--- config.mk ---
export PLATFORM = sky130hd
export DESIGN_NAME = regfile_mp
export DESIGN_NICKNAME = d
export VERILOG_FILES = /design/src/rtl/regfile_mp.sv
export SDC_FILE = /design/constraint.sdc
export NUM_CORES = 2
export LEC_CHECK = 0
export BUFFER_PORTS_ARGS = -buffer_cell sky130_fd_sc_hd__buf_2
export CAP_MARGIN = 20
export CORE_ASPECT_RATIO = 0.6
export CORE_UTILIZATION = 40
export CTS_CLUSTER_DIAMETER = 50
export DETAILED_ROUTE_END_ITERATION = 10
export PLACE_DENSITY = 0.58
export SETUP_SLACK_MARGIN = 0.1
export SLEW_MARGIN = 20
export SYNTH_ARGS = -nofsm -noshare
export SYNTH_HDL_FRONTEND = slang
export SYNTH_SLANG_ARGS = --single-unit
export TNS_END_PERCENT = 1
--- constraint.sdc ---
create_clock -name clk -period 11.4 [get_ports clk]
set_input_delay 2.85 -clock clk [delete_from_list [all_inputs] [get_ports clk]]
set_output_delay 2.85 -clock clk [all_outputs]
set_load 0.005 [all_outputs]
--- src/rtl/regfile_mp.sv ---
// Multi-port integer register file: async reads with optional write bypass, prioritised sync
// writes, per-register busy scoreboard and a post-reset zero sweep before the file is usable.

module regfile_mp_rd #(
  parameter int XLEN   = 32,
  parameter int NREGS  = 32,
  parameter int NWR    = 1,
  parameter int BYPASS = 1,
  parameter int AW     = 5
) (
  input  logic                       run,
  input  logic [AW-1:0]              addr,
  input  logic [NREGS-1:0][XLEN-1:0] regs,
  input  logic [NREGS-1:0]           busy,
  input  logic [NWR-1:0]             wr_ok,
  input  logic [NWR*AW-1:0]          wr_addr,
  input  logic [NWR*XLEN-1:0]        wr_data,
  output logic [XLEN-1:0]            data,
  output logic                       pend
);
  logic            valid;
  logic            hit;
  logic [XLEN-1:0] hdata;

  // later ports overwrite earlier matches, so the highest index wins
  always_comb begin
    hit   = 1'b0;
    hdata = '0;
    for (int i = 0; i < NWR; i++) begin
      if (BYPASS != 0 && wr_ok[i] && wr_addr[i*AW +: AW] == addr) begin
        hit   = 1'b1;
        hdata = wr_data[i*XLEN +: XLEN];
      end
    end
  end

  always_comb begin
    valid = run && (addr != '0) && (int'(addr) < NREGS);
    data  = '0;
    pend  = 1'b0;
    if (valid) begin
      data = hit ? hdata : regs[addr];
      pend = busy[addr] & ~hit;
    end
  end
endmodule

module regfile_mp #(
  parameter  int XLEN   = 32,
  parameter  int NREGS  = 32,
  parameter  int NRD    = 2,
  parameter  int NWR    = 1,
  parameter  int BYPASS = 1,
  localparam int AW     = (NREGS > 2) ? $clog2(NREGS) : 1
) (
  input  logic                   clk,
  input  logic                   rst_n,
  input  logic [NRD*AW-1:0]      rd_addr,
  output logic [NRD*XLEN-1:0]    rd_data,
  output logic [NRD-1:0]         rd_busy,
  input  logic [NWR-1:0]         wr_en,
  input  logic [NWR*AW-1:0]      wr_addr,
  input  logic [NWR*XLEN-1:0]    wr_data,
  input  logic                   iss_en,
  input  logic [AW-1:0]          iss_addr,
  output logic                   ready
);
  typedef enum logic {INIT, RUN} state_t;

  state_t                     state;
  logic [AW-1:0]              idx;
  logic [XLEN-1:0]            regs_q [1:NREGS-1];
  logic [NREGS-1:1]           busy_q;
  logic [NREGS-1:0][XLEN-1:0] regs_v;
  logic [NREGS-1:0]           busy_v;
  logic [NWR-1:0]             wr_ok;
  logic                       iss_ok;
  logic                       run;

  function automatic logic in_range(input logic [AW-1:0] a);
    return (a != '0) && (int'(a) < NREGS);
  endfunction

  assign run = (state == RUN);

  always_comb begin
    for (int i = 0; i < NWR; i++)
      wr_ok[i] = run && wr_en[i] && in_range(wr_addr[i*AW +: AW]);
    iss_ok = run && iss_en && in_range(iss_addr);
  end

  always_ff @(posedge clk) begin
    if (!rst_n) begin
      state  <= INIT;
      idx    <= AW'(1);
      busy_q <= '0;
      ready  <= 1'b0;
    end else if (state == INIT) begin
      idx <= idx + 1'b1;
      if (idx == AW'(NREGS-1)) begin
        state <= RUN;
        ready <= 1'b1;
      end
    end else begin
      for (int i = 0; i < NWR; i++)
        if (wr_ok[i]) busy_q[wr_addr[i*AW +: AW]] <= 1'b0;
      // issue lands after writeback clears so a same-cycle reissue stays busy
      if (iss_ok) busy_q[iss_addr] <= 1'b1;
    end
  end

  // storage has no reset; the INIT sweep zeroes it one register per cycle
  always_ff @(posedge clk) begin
    if (rst_n) begin
      if (state == INIT) begin
        regs_q[idx] <= '0;
      end else begin
        for (int i = 0; i < NWR; i++)
          if (wr_ok[i]) regs_q[wr_addr[i*AW +: AW]] <= wr_data[i*XLEN +: XLEN];
      end
    end
  end

  always_comb begin
    regs_v = '0;
    busy_v = '0;
    for (int r = 1; r < NREGS; r++) begin
      regs_v[r] = regs_q[r];
      busy_v[r] = busy_q[r];
    end
  end

  for (genvar j = 0; j < NRD; j++) begin : g_rd
    regfile_mp_rd #(
      .XLEN(XLEN), .NREGS(NREGS), .NWR(NWR), .BYPASS(BYPASS), .AW(AW)
    ) u_rd (
      .run     (run),
      .addr    (rd_addr[j*AW +: AW]),
      .regs    (regs_v),
      .busy    (busy_v),
      .wr_ok   (wr_ok),
      .wr_addr (wr_addr),
      .wr_data (wr_data),
      .data    (rd_data[j*XLEN +: XLEN]),
      .pend    (rd_busy[j])
    );
  end
endmodule

After elaboration in Yosys (flattened, before gate mapping). Memory sizes are Yosys's and may differ from the RTL's. Index checks and enable logic that the tools add are counted.

Flip-flop bits (word level): 38. Bits in writable memories: 992. Word-level logic and storage cells: 77. Memories kept: 1.

Memories: regs_q (depth 31, bits a word 32, rd ports 31, clocked after Yosys merged registers in 0, write ports 1, line 72) `logic [XLEN-1:0] regs_q [1:NREGS-1];`.

Add/subtract/negate cells: 1. Magnitude comparators: 6. Equal/unequal tests: 3. Muxes and demuxes: 38. Bitwise operators: 8. Reduce and logical (&&, ||, !) cells: 16.

Operators with widths (count): binary-select mux 32 bit (select 5 bit) (2); 2-to-1 mux 32 bit (9); 2-to-1 mux 31 bit (4); OR reduction 32 bit (1); bitwise AND 31 bit (1); inverter 31 bit (1); OR 31 bit (1); less-than comparator 5 x 6 -> 1 bit, second input constant (4); nonzero test 5 bit (4); 2-to-1 mux 1 bit (18); binary-select mux 1 bit (select 5 bit) (2); demux 1 bit (select 5 bit) (2); equality test 5 bit (2); greater-or-equal comparator 5 x 1 -> 1 bit, second input constant (2); logical AND 1 bit (10); adder 5 x 1 -> 5 bit, second input constant (1); equality test 5 bit, second input constant (1); 2-to-1 mux 5 bit (1); inverter 1 bit (3); bitwise AND 1 bit (2); AND reduction 2 bit (1).

Logic depth before layout (Yosys ltp).
Word-level depth: 11. Mapped depth: 11. Mapped depth without buffers: 5.

Cells and area by module. Synthesis repeated with hierarchy kept, for this count alone.

Cell total of the unflattened synthesis: 3177. Area total of the unflattened synthesis: 49982.9 µm².

Modules (own cells, without submodules): regfile_mp (instances 1, cells an instance 1311, area an instance 32118.3 µm², sequential area each 30549.3 µm²); regfile_mp_rd (instances 2, cells an instance 933, area an instance 8932.3 µm², sequential area each 0.0 µm²).

Least setup slack after synthesis. OpenSTA, ideal clock, no wires.

Path type: input port to output port. From: in rd_addr[2]. To: out rd_data[0]. Arrival: 4669 ps. Path slack: 3881 ps. Stages on the path: 6. Buffers on the path: 3. Cell sequence: buf_2 > buf_2 > clkbuf_1 > mux4_2 > mux4_2 > a221o_1.

Word-level cells in the longest chain between the ends: 5. Elaborated cells on any way between the ends: 10.

Ends and longest elaborated chain: from (decl) (line 58) `input logic [NRD*AW-1:0] rd_addr,`; parallel branches: the longest is 4 deep, another holds binary-select mux 32 bit (select 5 bit); 2-to-1 mux 32 bit (*) (line 41) `if (valid) begin`; to (decl) (line 59) `output logic [NRD*XLEN-1:0] rd_data,`.

Mark *: on every way between the ends. The select of a mux whose other input is x is not followed.

Worst setup path after layout.
From: in rd_addr[4]. To: out rd_data[16].

Same word-level chain as after synthesis.

==> reports/results.txt <==
The run finished with clean final reports. For this design the static power due to leakage is 16.30 nW. After synthesis the netlist holds a flip-flop and latch count of 1030. At the later pin of the worst-skew pair, clock insertion delay measures 720 ps. The tree built by TritonCTS fans out to 1030 sinks.

The tools report the final worst clock skew as 25.87 ps. Excluding fillers, the count of instances in the completed layout stands at 4475. The run gives 99 as the number of rows in the core area.

The endpoint class of the critical path is a primary output. Post-synthesis net count: 2766. The achievable frequency was 0.1063 GHz. For the count of hold buffers inserted by post-cts repair, the log shows 0.

The worst setup path is launched from a primary input. In the synthesized netlist the dominant register cell turns out to be edfxtp_1. At the pin with the least slew margin, the transition time is 1195 ps.

The count of mapped cells out of synthesis was 2708; the area of the die was 124300 um^2. The critical path is of the in2out type. The worst-case clock buffer depth is 3, and the final hold violation count is 0.

The count of flip-flops with a built-in enable after synthesis was 992; the cell depth of the worst flop-to-flop path was 7. The detailed router placed 30280 vias in this run. The post-synthesis async set-or-reset flop share was 0. The routed design could run at a clock period as short as 9406 ps. The run gives 3981 as the number of design-rule violations left by the first detailed-router iteration. After detailed routing, the total wire length is 162200 um. Sum of overflow across all layers after global routing: 0. Once placement completed, the tool counted placed cells totaling 4291. The average vias per placed instance works out to 6.766. The number of gates resized after CTS was 0. The overall global routing resource usage came out at 0.2605. CTS built an H-tree with a depth of 3. The first detailed-routing pass ran for 6 iterations. The number of global-route vias before repair is 30290, and the post-route fraction of the period consumed by the critical path is 0.8251.

The final layout contains 2835 nets. For the number of max-capacitance violations reported, the log shows 0. Buffers added to address setup during post-CTS repair amount to 0. Detailed placement ended at an HPWL of 96020 um. The startpoint identified for the worst hold timing path is busy_q[6]$_SDFFE_PN0P_. Across the VDD grid, the largest voltage drop is 0.0001824 V. The post-CTS clock slew at the launch and capture registers of the worst setup and hold paths was 70 ps; the cell depth of the worst hold path was 2. The number of antenna violations at the first check in global routing came out at 5.

Each instance of the synthesized netlist takes up on average 18.14 um^2. The filler cell count in the final layout was 10360. The antenna violation net count after detailed routing is 0. The required time at the worst-slack endpoint was 8550 ps; the pin count of the biggest net entering global routing was 83.

Setup repair after global routing left no endpoint under its margin. The first global-routing pass estimated 229200 um of wire. For the worst slack on hold paths, the log shows 505.7 ps. The worst register-to-register path ends at regs_q[5][12]$_DFFE_PP_.

The die outline height is 273.4 um, and the core area is 121600 um^2. Summed area of non-filler cells in the final layout: 54780 um^2. Dividing the detail-routed wire length by the instance count gives 36.24 um. For this design the ratio of total power to cell area is 145.9 nW/um^2. The tools report the count of different cell masters after synthesis as 69.

The post-detailed-route DRC marker count is 0. The run gives 49120 um^2 as the area of the mapped netlist. The end point of the most critical hold path was busy_q[6]$_SDFFE_PN0P_.

The tools report the register area share after synthesis as 0.6219. The cell sitting at the root of the clock tree is a clkbuf_16. Clock tree synthesis inserted a total of 97 buffers. The tightest min-delay check is of the reg2reg type. The logs give 6560 ps for the endpoint arrival time on the critical path and 0 ps for the final-layout setup total negative slack.

The worst slew margin relative to its limit was 0.2030; the width of the die was 454.4 um. The tools report the startpoint of the worst register-to-register path as run$_SDFF_PN0_. The share of final-layout standard cells stronger than drive strength 1 was 0.3298. The final count of negative-setup-slack endpoints was 0; the I/O pin total was 123. The congestion estimate from routability-driven global placement came to 0.8749.

The effective utilization at floorplan came out at 0.4038. The worst register-to-register path has a setup slack of 7140 ps. The number of pins with negative max-slew slack in the final report is 0, and the instance area at placement is 51540 um^2.

The maximum fanout along the worst path was 26. Port buffering added 122 buffers. The total of warnings raised by yosys is 0, and the area overhead of the layout relative to synthesis is 11.52%.

TritonCTS built the clock tree.
[cell families (layout without fill, tap and decap cells)]
group,Yosys count,in the layout,synth area share
buf+inv,236,384,0.02448
xor+xnor,12,12,0.002140
flops,1030,1030,0.6219
mux,632,632,0.2471
other cells,0,3,0
simple gates,356,356,0.03732
compound gates,440,440,0.06656
fa+ha+maj,2,2,0.0005094
[flip-flops by register name, summed over array words and instances, names as in the netlist]
signal,flops
regs_q,992
busy_q,31
run,1
idx,5
ready,1
[Yosys cell counts (38+ instances only)]
cell type    n  share of area
clkbuf_1    90         0.0069
mux2_2      84          0.019
buf_4       39         0.0060
and2_1      51         0.0065
mux2i_1     92          0.019
o22ai_1     63         0.0080
a221o_1     56          0.011
dfxtp_1     38          0.015
edfxtp_1   992           0.61
buf_2       76         0.0077
nand2_1     97         0.0074
nor2_1      56         0.0043
mux4_2     456           0.21
o21ai_0     96         0.0098
[area by class of cell]
cell class,count,area [um^2],share of cell area
multi-input combinational,1442,17670,0.3225
antenna,3,7.507,0.0001370
sequential,1030,30550,0.5577
clock buffer,120,2535,0.04628
tap,1616,2022,0.03691
timing repair buffer,197,1321,0.02412
clock inverter,58,643.1,0.01174
inverter,9,33.78,0.0006167
[metrics by stage]
| step | setup slack (ps) | utilization | power (mW) |
|---|---|---|---|
| 3_5_place_dp | 2166 | 0.4237 | 4.714 |
| 3_3_place_gp | 2161 | 0.4234 | 4.709 |
| 4_1_cts | 2151 | 0.4498 | 8.018 |
| 6_report | 1994 | 0.4503 | 7.993 |
| 5_1_grt | 1956 | 0.4503 | 8.176 |
| 2_1_floorplan | 3881 | - | 4.541 |
[metal layers]
metal | wire (um) | part of all wire | GRT usage
met3 | 19710 | 0.12 | 0.07500
met1 | 67010 | 0.41 | 0.3797
met2 | 70970 | 0.44 | 0.3814
met4 | 4470 | 0.028 | 0.06911
met5 | 0 | 0 | 0
[power breakdown]
group | switching (mW) | internal, mW
Sequential | 0.0129 | 4.11
Combinational | 0.325 | 0.190
Clock | 1.49 | 1.86
Total | 1.83 | 6.16
[worst max-delay path by stage]
stage | slack, ps | startpoint | to
after detailed placement | 2170 | rd_addr[4] | rd_data[16]
after global placement | 2160 | rd_addr[4] | rd_data[15]
after floorplan | 3880 | rd_addr[2] | rd_data[0]
final | 1990 | rd_addr[4] | rd_data[16]
after CTS | 2150 | rd_addr[4] | rd_data[16]
after global routing | 1960 | rd_addr[4] | rd_data[15]
[cell usage in the layout (no fill, tap or decap), types with 7 or more instances in the layout]
cell	count
a211oi_1	12
a21boi_0	31
a21oi_1	23
a221o_1	56
a221oi_1	24
a22o_1	24
a22oi_1	28
a31o_1	13
a32o_1	16
and2_1	44
and2_2	7
buf_2	115
buf_4	68
buf_8	7
bufinv_16	12
clkbuf_1	22
clkbuf_16	98
clkinv_1	12
clkinv_2	21
dfxtp_1	38
edfxtp_1	992
inv_1	8
mux2_2	84
mux2i_1	92
mux4_2	456
nand2_1	96
nand2b_1	9
nand3_1	22
nand4_1	17
nor2_1	22
nor2_4	33
nor2b_1	12
nor3_1	26
nor4_1	12
o21ai_0	96
o221ai_1	19
o22ai_1	63
or2_0	13
xnor2_1	8
[worst max-delay path, stage by stage]
cell and delay, ps:
buf_2 620, or3_1 500, o31a_1 650, o21ai_2 450, nor2_4 840, a221o_1 440, buf_2 170
No activity file was read; power rests on OpenSTA's default activity.
